<file path="src/rtl/spi_pkg.sv">
// ----------------------------------------------------------------------------
// spi_pkg
// Shared types for the SPI master transaction sequencer.
//   seq_state_t : sequencer FSM states
//   SS_W        : slave-select width
//   SPI_W       : default SPI word width
//   spi_req_t   : one queued request (payload + slave select) at SPI_W
// ----------------------------------------------------------------------------
package spi_pkg;

    localparam int SS_W  = 2;
    localparam int SPI_W = 8;

    typedef enum logic [2:0] {
        IDLE,
        LOAD,
        START,
        WAIT,
        CAPTURE,
        RESP
    } seq_state_t;

    // Request at the default word width. The sequencer builds an identical
    // layout at its own `width`, so a non-default width still works.
    typedef struct packed {
        logic [SPI_W-1:0] data;
        logic [SS_W-1:0]  ss;
    } spi_req_t;

endpackage

</file>
<file path="src/rtl/spi_req_fifo.sv">
// ----------------------------------------------------------------------------
// spi_req_fifo
// Synchronous request FIFO. Push is ignored when full, pop is ignored when
// empty; a simultaneous push and pop (not full, not empty) leaves the
// occupancy unchanged. Pointers wrap modulo depth (a power of two).
// Ports:
//   clk, rst       clock, asynchronous active-high reset (empties the FIFO)
//   push_i         write push_data_i when not full
//   push_data_i    request to store
//   pop_i          drop the head when not empty
//   pop_data_o     current head (valid while !empty_o)
//   full_o         occupancy == depth
//   empty_o        occupancy == 0
//   count_o        occupancy, $clog2(depth)+1 bits
// ----------------------------------------------------------------------------
module spi_req_fifo
    import spi_pkg::*;
#(
    parameter int  depth  = 4,
    parameter type item_t = spi_req_t
) (
    input  logic                     clk,
    input  logic                     rst,
    input  logic                     push_i,
    input  item_t                    push_data_i,
    input  logic                     pop_i,
    output item_t                    pop_data_o,
    output logic                     full_o,
    output logic                     empty_o,
    output logic [$clog2(depth):0]   count_o
);

    localparam int PTR_W = $clog2(depth);
    localparam int CNT_W = PTR_W + 1;

    item_t              mem_q [depth];
    logic [PTR_W-1:0]   wr_ptr_q;
    logic [PTR_W-1:0]   rd_ptr_q;
    logic [CNT_W-1:0]   count_q;
    logic               do_push;
    logic               do_pop;

    assign full_o     = (count_q == CNT_W'(depth));
    assign empty_o    = (count_q == '0);
    assign count_o    = count_q;
    assign pop_data_o = mem_q[rd_ptr_q];
    assign do_push    = push_i && !full_o;
    assign do_pop     = pop_i && !empty_o;

    // NOTE: storage has no reset; the occupancy count alone decides which
    // entries are meaningful, and an unreset array maps onto plain RAM/flops.
    always_ff @(posedge clk) begin
        if (do_push) begin
            mem_q[wr_ptr_q] <= push_data_i;
        end
    end

    // NOTE: sequential state is updated with <= so every block samples the
    // pre-edge values regardless of evaluation order.
    always_ff @(posedge clk or posedge rst) begin
        if (rst) begin
            wr_ptr_q <= '0;
            rd_ptr_q <= '0;
            count_q  <= '0;
        end else begin
            if (do_push) wr_ptr_q <= wr_ptr_q + 1'b1;
            if (do_pop)  rd_ptr_q <= rd_ptr_q + 1'b1;
            case ({do_push, do_pop})
                2'b10:   count_q <= count_q + 1'b1;
                2'b01:   count_q <= count_q - 1'b1;
                default: count_q <= count_q;
            endcase
        end
    end

endmodule

</file>
<file path="src/rtl/spi_master_sequencer.sv">
// ----------------------------------------------------------------------------
// spi_master_sequencer
// Buffers SPI transfer requests and launches them one at a time into the SPI
// master, waits a fixed transfer window, then returns the received word over
// a valid/ready response handshake.
// Parameters: width (word width), depth (FIFO entries, power of two >= 2),
//             xfer_cycles (cycles from up_data until m_data is valid, >= 1).
// Ports:
//   clk, rst                    clock, asynchronous active-high reset
//   req_valid/req_ready         request handshake; req_ready = FIFO not full
//   req_data, req_ss            payload and target slave
//   up_data                     one-cycle load strobe to the master
//   data, top_ss                word and slave select to the master
//   m_data                      word received by the master
//   rsp_valid/rsp_ready         response handshake
//   rsp_data, rsp_ss            captured m_data and its slave
//   xfer_count                  completed handshakes (SPI_SEQ_STATS_EN only)
// Optional build macro: SPI_SEQ_STATS_EN adds the xfer_count port/counter.
// ----------------------------------------------------------------------------
module spi_master_sequencer
    import spi_pkg::*;
#(
    parameter int width       = 8,
    parameter int depth       = 4,
    parameter int xfer_cycles = 20
) (
    input  logic              clk,
    input  logic              rst,
    input  logic              req_valid,
    output logic              req_ready,
    input  logic [width-1:0]  req_data,
    input  logic [SS_W-1:0]   req_ss,
    output logic              up_data,
    output logic [width-1:0]  data,
    output logic [SS_W-1:0]   top_ss,
    input  logic [width-1:0]  m_data,
    output logic              rsp_valid,
    input  logic              rsp_ready,
    output logic [width-1:0]  rsp_data,
    output logic [SS_W-1:0]   rsp_ss
`ifdef SPI_SEQ_STATS_EN
    ,
    output logic [15:0]       xfer_count
`endif
);

    typedef struct packed {
        logic [width-1:0] data;
        logic [SS_W-1:0]  ss;
    } req_t;

    localparam int CNT_W = (xfer_cycles > 1) ? $clog2(xfer_cycles) : 1;
    localparam logic [CNT_W-1:0] CNT_LAST = CNT_W'(xfer_cycles - 1);

    seq_state_t               state_q;
    logic [CNT_W-1:0]         cnt_q;
    logic                     up_data_q;
    logic [width-1:0]         data_q;
    logic [SS_W-1:0]          top_ss_q;
    logic                     rsp_valid_q;
    logic [width-1:0]         rsp_data_q;
    logic [SS_W-1:0]          rsp_ss_q;

    req_t                     head;
    req_t                     push_item;
    logic                     fifo_full;
    logic                     fifo_empty;
    logic                     fifo_pop;
    logic [$clog2(depth):0]   fifo_count;

    assign push_item = '{data: req_data, ss: req_ss};
    assign fifo_pop  = (state_q == IDLE) && !fifo_empty;
    assign req_ready = !fifo_full;

    spi_req_fifo #(
        .depth  (depth),
        .item_t (req_t)
    ) u_fifo (
        .clk         (clk),
        .rst         (rst),
        .push_i      (req_valid),
        .push_data_i (push_item),
        .pop_i       (fifo_pop),
        .pop_data_o  (head),
        .full_o      (fifo_full),
        .empty_o     (fifo_empty),
        .count_o     (fifo_count)
    );

    // All outputs are registered, so each state's action is committed on the
    // edge that enters it: up_data is loaded leaving LOAD (high during START)
    // and the response is captured leaving the last WAIT cycle (valid during
    // CAPTURE). CAPTURE therefore already honours rsp_ready.
    always_ff @(posedge clk or posedge rst) begin
        if (rst) begin
            state_q     <= IDLE;
            cnt_q       <= '0;
            up_data_q   <= 1'b0;
            data_q      <= '0;
            top_ss_q    <= '0;
            rsp_valid_q <= 1'b0;
            rsp_data_q  <= '0;
            rsp_ss_q    <= '0;
        end else begin
            up_data_q <= 1'b0;
            case (state_q)
                IDLE: begin
                    if (!fifo_empty) begin
                        data_q   <= head.data;
                        top_ss_q <= head.ss;
                        state_q  <= LOAD;
                    end
                end
                LOAD: begin
                    up_data_q <= 1'b1;
                    state_q   <= START;
                end
                START: begin
                    cnt_q   <= '0;
                    state_q <= WAIT;
                end
                WAIT: begin
                    if (cnt_q == CNT_LAST) begin
                        rsp_data_q  <= m_data;
                        rsp_ss_q    <= top_ss_q;
                        rsp_valid_q <= 1'b1;
                        state_q     <= CAPTURE;
                    end else begin
                        cnt_q <= cnt_q + 1'b1;
                    end
                end
                CAPTURE, RESP: begin
                    if (rsp_ready) begin
                        rsp_valid_q <= 1'b0;
                        state_q     <= IDLE;
                    end else begin
                        state_q <= RESP;
                    end
                end
                default: state_q <= IDLE;
            endcase
        end
    end

    assign up_data   = up_data_q;
    assign data      = data_q;
    assign top_ss    = top_ss_q;
    assign rsp_valid = rsp_valid_q;
    assign rsp_data  = rsp_data_q;
    assign rsp_ss    = rsp_ss_q;

`ifdef SPI_SEQ_STATS_EN
    logic [15:0] xfer_count_q;

    always_ff @(posedge clk or posedge rst) begin
        if (rst) begin
            xfer_count_q <= '0;
        end else if (rsp_valid_q && rsp_ready) begin
            xfer_count_q <= xfer_count_q + 16'd1;
        end
    end

    assign xfer_count = xfer_count_q;
`endif

endmodule

</file>
<file path="config.mk">
export PLATFORM = sky130hd
export DESIGN_NAME = spi_master_sequencer
export DESIGN_NICKNAME = d
export VERILOG_FILES = /design/src/rtl/spi_pkg.sv /design/src/rtl/spi_req_fifo.sv /design/src/rtl/spi_master_sequencer.sv
export SDC_FILE = /design/constraint.sdc
export NUM_CORES = 1
export LEC_CHECK = 0
export CAP_MARGIN = 20
export CORE_ASPECT_RATIO = 0.7
export CORE_MARGIN = 5
export CORE_UTILIZATION = 30
export DETAILED_ROUTE_END_ITERATION = 10
export PLACE_DENSITY = 0.47
export SLEW_MARGIN = 20
export SYNTH_ARGS = -nofsm -noshare
export SYNTH_HDL_FRONTEND = slang
export SYNTH_SLANG_ARGS = --single-unit
</file>
<file path="constraint.sdc">
create_clock -name clk -period 5.6 [get_ports clk]
set_input_delay 0.56 -clock clk [delete_from_list [all_inputs] [get_ports clk]]
set_output_delay 0.56 -clock clk [all_outputs]
set_load 0.02 [all_outputs]
</file>
==> metrics.cfg, run 1 <==
[run_status]
status = finished, final reports clean

[synthesis]
ys_warn_count = 0
synth.most_common_cell = edfxtp_1
ys_top_cells_by_count = 40 x edfxtp_1, 37 x dfrtp_1, 23 x mux2_2
synth-seq-cells = 77
synth_top_area_share = 0.380
synth_ff_type = edfxtp_1
ys_types = 37
synth_area_leaders = edfxtp_1 38%, dfrtp_1 29%, mux2_2 8.2%
syn_area_um2 = 3160
syn_avg_cell_area_um2 = 17.1
synth_nets = 214
seq_area_frac_synth = 0.673
async_reset_ff_frac = 0.481
synth_top_cell_by_area = edfxtp_1
synth_cells = 185
synth_edf_count = 40

[grt]
antenna_found_initial = 0
grt_max_degree = 38
grt_first_pass_wirelength_um = 9040
grt.overflow.total = 0
grt_pass1_vias = 1712
grt_usage = 0.0942

[timing]
worst_slack_ns = 3.14
layout_min_cycle_time_ns = 2.46
hold_viol = 0
tightest_slew_ns = 0.722
setup_tns_ns = 0
maxSlewHeadroom = 0.519
finClkSkew_ns = 0.00862
slew_viol_final = 0
rsz0062_at_grt = false
setup_viol = 0
period_share = 0.440
fmax_ghz = 0.406
whs_ns = 0.488

[place]
hpwl_um = 3700
dp_slack_ns = 3.11
io_buffers = 44
place_inst = 354
gp_congestion = 0.674

[detailed_routing]
drt_pass1_iterations = 4
wl_um = 5470
dr.first_iter.drc_count = 31
routed_via_density = 4.44
drc = 0
wire_per_inst_um = 14.8
num_vias = 1642
ant_nets = 0

[floorplanning]
num_rows = 31
coreArea_um2 = 10300
initial_core_util = 0.306
ioPinCount = 45
die_x_um = 133
die_height_um = 95.9
die_area_um2 = 12700

[critical_path]
crit_path_start_kind = register
crit_type = register to register
crit_chain = nor3_1 -> nand2b_1 -> inv_1 -> ha_1 -> inv_1 -> fa_1 -> xor2_1 -> nor2_1 -> xor2_1
path_depth = 9
path_buf_inv = 2
reg2regPathDepth = 9
critPathRequiredTime_ns = 5.86
worst_setup_path_end_kind = register
worstPathMaxFanout = 12
slowest_stage = dfrtp_1
critPathArrivalTime_ns = 2.72
crit_family = simple AND/OR/NAND/NOR gates
cpPeakStageDelay_ns = 0.50

[clock_network]
path_clk_slew_ns = 0.06
postCtsSetupBuffers = 0
cts.sinks = 77
clk_latency_ns = 0.33
root_buffer = clkbuf_16
cts_tree = built
htreeDepth = 3
clk_path_buf_depth = 2
cts_resized = 0
cts_hold_buf = 0
cts_buffers = 9

[hold_path]
whs_path_depth = 1
hold_class = register to register

[final_layout]
regArea_um2 = 2130
layout-drive-gt1-share = 0.214
n_fill_cell = 951
finalNonFillerCells = 370
layout.nets = 262
diodes = 0
area_growth_pct = 28.2
multiInputGateArea_um2 = 946

[power]
powerDensity_nw_per_um2 = 553
power_mw = 2.24
peakVddDrop_uv = 163
leakage_nw = 1.57

[job]
cap_viol_max_count = 0

[stage by stage]
stage          area, µm²  utilization
2_1_floorplan       3160            -
3_3_place_gp        3720        0.361
3_5_place_dp        3720        0.361
4_1_cts             4050        0.393
5_1_grt             4050        0.393
6_report            4050        0.393
[layer usage]
metal	track usage	part of all wire	wire length, µm
met4	0.0311	0.010	56
met1	0.121	0.49	2690
met5	0	0	0
met2	0.146	0.45	2460
met3	0.0392	0.048	264
[kinds of logic (layout without fill, tap and decap cells)]
kind of cell,Yosys count,after routing,synth area share
DFF,77,77,0.673
muxes,34,34,0.159
and+or+nand+nor,34,34,0.0728
buffers and inverters,17,70,0.0277
AOI/OAI and AO/OA,10,10,0.0210
adders and majority gates,7,7,0.0301
xor gates and xnor gates,6,6,0.0166
[state kept, by name (all words and copies together) (netlist names)]
signal,count
cnt_q,5
data,8
rsp_data,8
rsp_ss,2
rsp_valid,1
state_q,3
top_ss,2
u_fifo.count_o,3
u_fifo.mem_q,40
u_fifo.rd_ptr_q,2
u_fifo.wr_ptr_q,2
up_data,1
[report_power, final]
group	switching (mW)	leakage [nW]	total, mW	internal [mW]
sequential	0.146	0.811	0.934	0.787
clock	0.232	0.160	0.629	0.398
combinational	0.296	0.595	0.678	0.382
[worst register-to-register path, cell delays in order (launching register included)]
cell	delay, ns
dfrtp_1	0.50
nor3_1	0.30
nand2b_1	0.41
inv_1	0.16
ha_1	0.19
inv_1	0.06
fa_1	0.37
xor2_1	0.15
nor2_1	0.11
xor2_1	0.14
[cells in the final DEF, fill, tap and decap left out, types with 5 or more instances in the layout]
master	n
clkdlybuf4s50_1	44
edfxtp_1	40
nand2_1	5
ha_1	6
mux2_2	23
inv_1	9
dfrtp_1	37
clkbuf_16	9
mux4_2	8
[final timing paths]
| check | from | slack [ns] | to |
|---|---|---|---|
| max | state_q[0]$_DFFE_PP0P_ | 3.14 | u_fifo.count_o[2]$_DFFE_PP0P_ |
| min | rsp_valid$_DFFE_PP0P_ | 0.49 | rsp_valid$_DFFE_PP0P_ |
| max reg2reg | state_q[0]$_DFFE_PP0P_ | 3.14 | u_fifo.count_o[2]$_DFFE_PP0P_ |
| min reg2reg | rsp_valid$_DFFE_PP0P_ | 0.49 | rsp_valid$_DFFE_PP0P_ |
| max in group asynchronous | rst | 4.60 | data[3]$_DFFE_PP0P_ |
| min in group asynchronous | rst | 0.66 | rsp_data[3]$_DFFE_PP0P_ |
[area by class of cell]
class                      count  area share
multi-input combinational     91       0.233
clock inverter                 7      0.0266
sequential                    77       0.525
clock buffer                   9      0.0556
tap                          132      0.0408
inverter                       9     0.00834
timing repair buffer          45       0.111
Note: power is estimated with default switching activity, not from simulation.
==> run 2: changes to the inputs <==
==> constraint.sdc (replaced) <==
create_clock -name clk -period 2.41 [get_ports clk]
set_input_delay 0.241 -clock clk [delete_from_list [all_inputs] [get_ports clk]]
set_output_delay 0.241 -clock clk [all_outputs]
set_load 0.02 [all_outputs]
==> metrics.cfg, run 2 (synthesized netlist as in run 1, its figures left out) <==
[power]
leakage_nw = 1.58
power_mw = 5.09
powerDensity_nw_per_um2 = 1250
peakVddDrop_uv = 395

[final_layout]
finalNonFillerCells = 376
area_growth_pct = 28.4
largest_register_ffs = 40
final_cell_mix = 44 x clkdlybuf4s50_1, 40 x edfxtp_1, 37 x dfrtp_1
top_register = u_fifo.mem_q
final_common_cell = clkdlybuf4s50_1
n_fill_cell = 961
final_core_util = 0.393
multiInputGateArea_um2 = 946
diodes = 0
regArea_um2 = 2130
layout.nets = 268
layout-drive-gt1-share = 0.221

[timing]
whs_ns = 0.340
period_share = 0.887
fmax_ghz = 0.468
setup_viol = 0
rsz0062_at_grt = false
tightest_slew_ns = 0.627
setup_tns_ns = 0
layout_min_cycle_time_ns = 2.14
slew_viol_final = 0
hold_viol = 0
maxSlewHeadroom = 0.582
finClkSkew_ns = 0.00447

[grt]
grt_usage = 0.0985
grt_max_degree = 38
grt_first_pass_wirelength_um = 9200
grt_pass1_vias = 1727
grt.overflow.total = 0
antenna_found_initial = 0

[floorplanning]
die_height_um = 95.9
ioPinCount = 45
coreArea_um2 = 10300
die_x_um = 133
die_area_um2 = 12700
num_rows = 31
initial_core_util = 0.306

[critical_path]
crit_path_start_kind = register
crit_chain = or3b_1 -> nand2_2 -> ha_1 -> inv_1 -> fa_1 -> xor2_1 -> nor2_1 -> xor2_1
critPathArrivalTime_ns = 2.39
crit_family = simple AND/OR/NAND/NOR gates
slowest_stage = or3b_1
worst_setup_path_end_kind = register
crit_type = register to register
path_buf_inv = 1
cp_common_cell = xor2_1
worstPathMaxFanout = 6
cpPeakStageDelay_ns = 0.47
critPathRequiredTime_ns = 2.66

[clock_network]
cts_tree = built
clk_path_buf_depth = 2
clk_latency_ns = 0.33
path_clk_slew_ns = 0.06
cts.sinks = 77
cts_hold_buf = 0
postCtsSetupBuffers = 0
htreeDepth = 3
cts_buffers = 9
cts_resized = 0
root_buffer = clkbuf_16

[run_status]
status = finished, final reports clean

[place]
io_buffers = 44
gp_congestion = 0.705
place_inst = 360
hpwl_um = 3920

[detailed_routing]
ant_nets = 0
drt_pass1_iterations = 4
drc = 0
wl_um = 5820
dr.first_iter.drc_count = 78
routed_via_density = 4.44
num_vias = 1669
wire_per_inst_um = 15.5

[job]
cap_viol_max_count = 0

[hold_path]
hold_class = input port to asynchronous set/reset pin

==> run 2: changes by cell type in the layout (fill, tap and decap cells not counted) <==
cell,previous run,this run
clkinv_4,2,1
clkbuf_1,0,1
inv_8,2,0
bufinv_16,2,1
clkbuf_8,0,1
clkinvlp_4,1,0
buf_4,1,7
clkinv_1,0,2
clkinv_2,0,1
==> run 2: worst paths after layout <==
path,start,end,slack (ns),depth (start not counted)
setup / recovery,u_fifo.count_o[0]$_DFFE_PP0P_,u_fifo.count_o[2]$_DFFE_PP0P_,0.27,8
hold / removal,rst,rsp_data[3]$_DFFE_PP0P_,0.34,3
setup reg to reg,u_fifo.count_o[0]$_DFFE_PP0P_,u_fifo.count_o[2]$_DFFE_PP0P_,0.27,8
hold reg to reg,rsp_valid$_DFFE_PP0P_,rsp_valid$_DFFE_PP0P_,0.48,1
max in group asynchronous,rst,rsp_ss[0]$_DFFE_PP0P_,1.72,3
min in group clk,rsp_valid$_DFFE_PP0P_,rsp_valid$_DFFE_PP0P_,0.48,1
==> run 2: final cells by class <==
cell class,count,share of cell area
clock buffer,11,0.0598
inverter,9,0.00832
timing repair buffer,51,0.121
tap,132,0.0407
sequential,77,0.524
clock inverter,5,0.0126
multi-input combinational,91,0.233
==> run 2: where the power goes <==
part | leakage (nW) | internal [mW] | switching, mW
sequential | 0.811 | 1.83 | 0.258
clock | 0.145 | 0.822 | 0.494
combinational | 0.623 | 0.911 | 0.774
==> run 2: tightest hold or removal path: cells and delay by family <==
family                 cells  cell delay [ns]
buffers and inverters      3             0.87
==> run 2: metrics by stage <==
| stage | cell area, µm² | setup WS (ns) |
|---|---|---|
| 4_1_cts | 4060 | 0.258 |
| 5_1_grt | 4060 | 0.132 |
| 3_5_place_dp | 3760 | 0.296 |
| 2_1_floorplan | 3160 | 0.328 |
| 6_report | 4060 | 0.273 |
| 3_3_place_gp | 3760 | 0.314 |
==> run 2: per-layer routing <==
layer  vias to the layer above  global-route usage  wire length (µm)
met5                         -                   0                 0
met4                         0              0.0493               115
met3                        10              0.0423               283
met2                        34               0.144              2590
met1                       827               0.126              2830
li1                        798                   -                 -
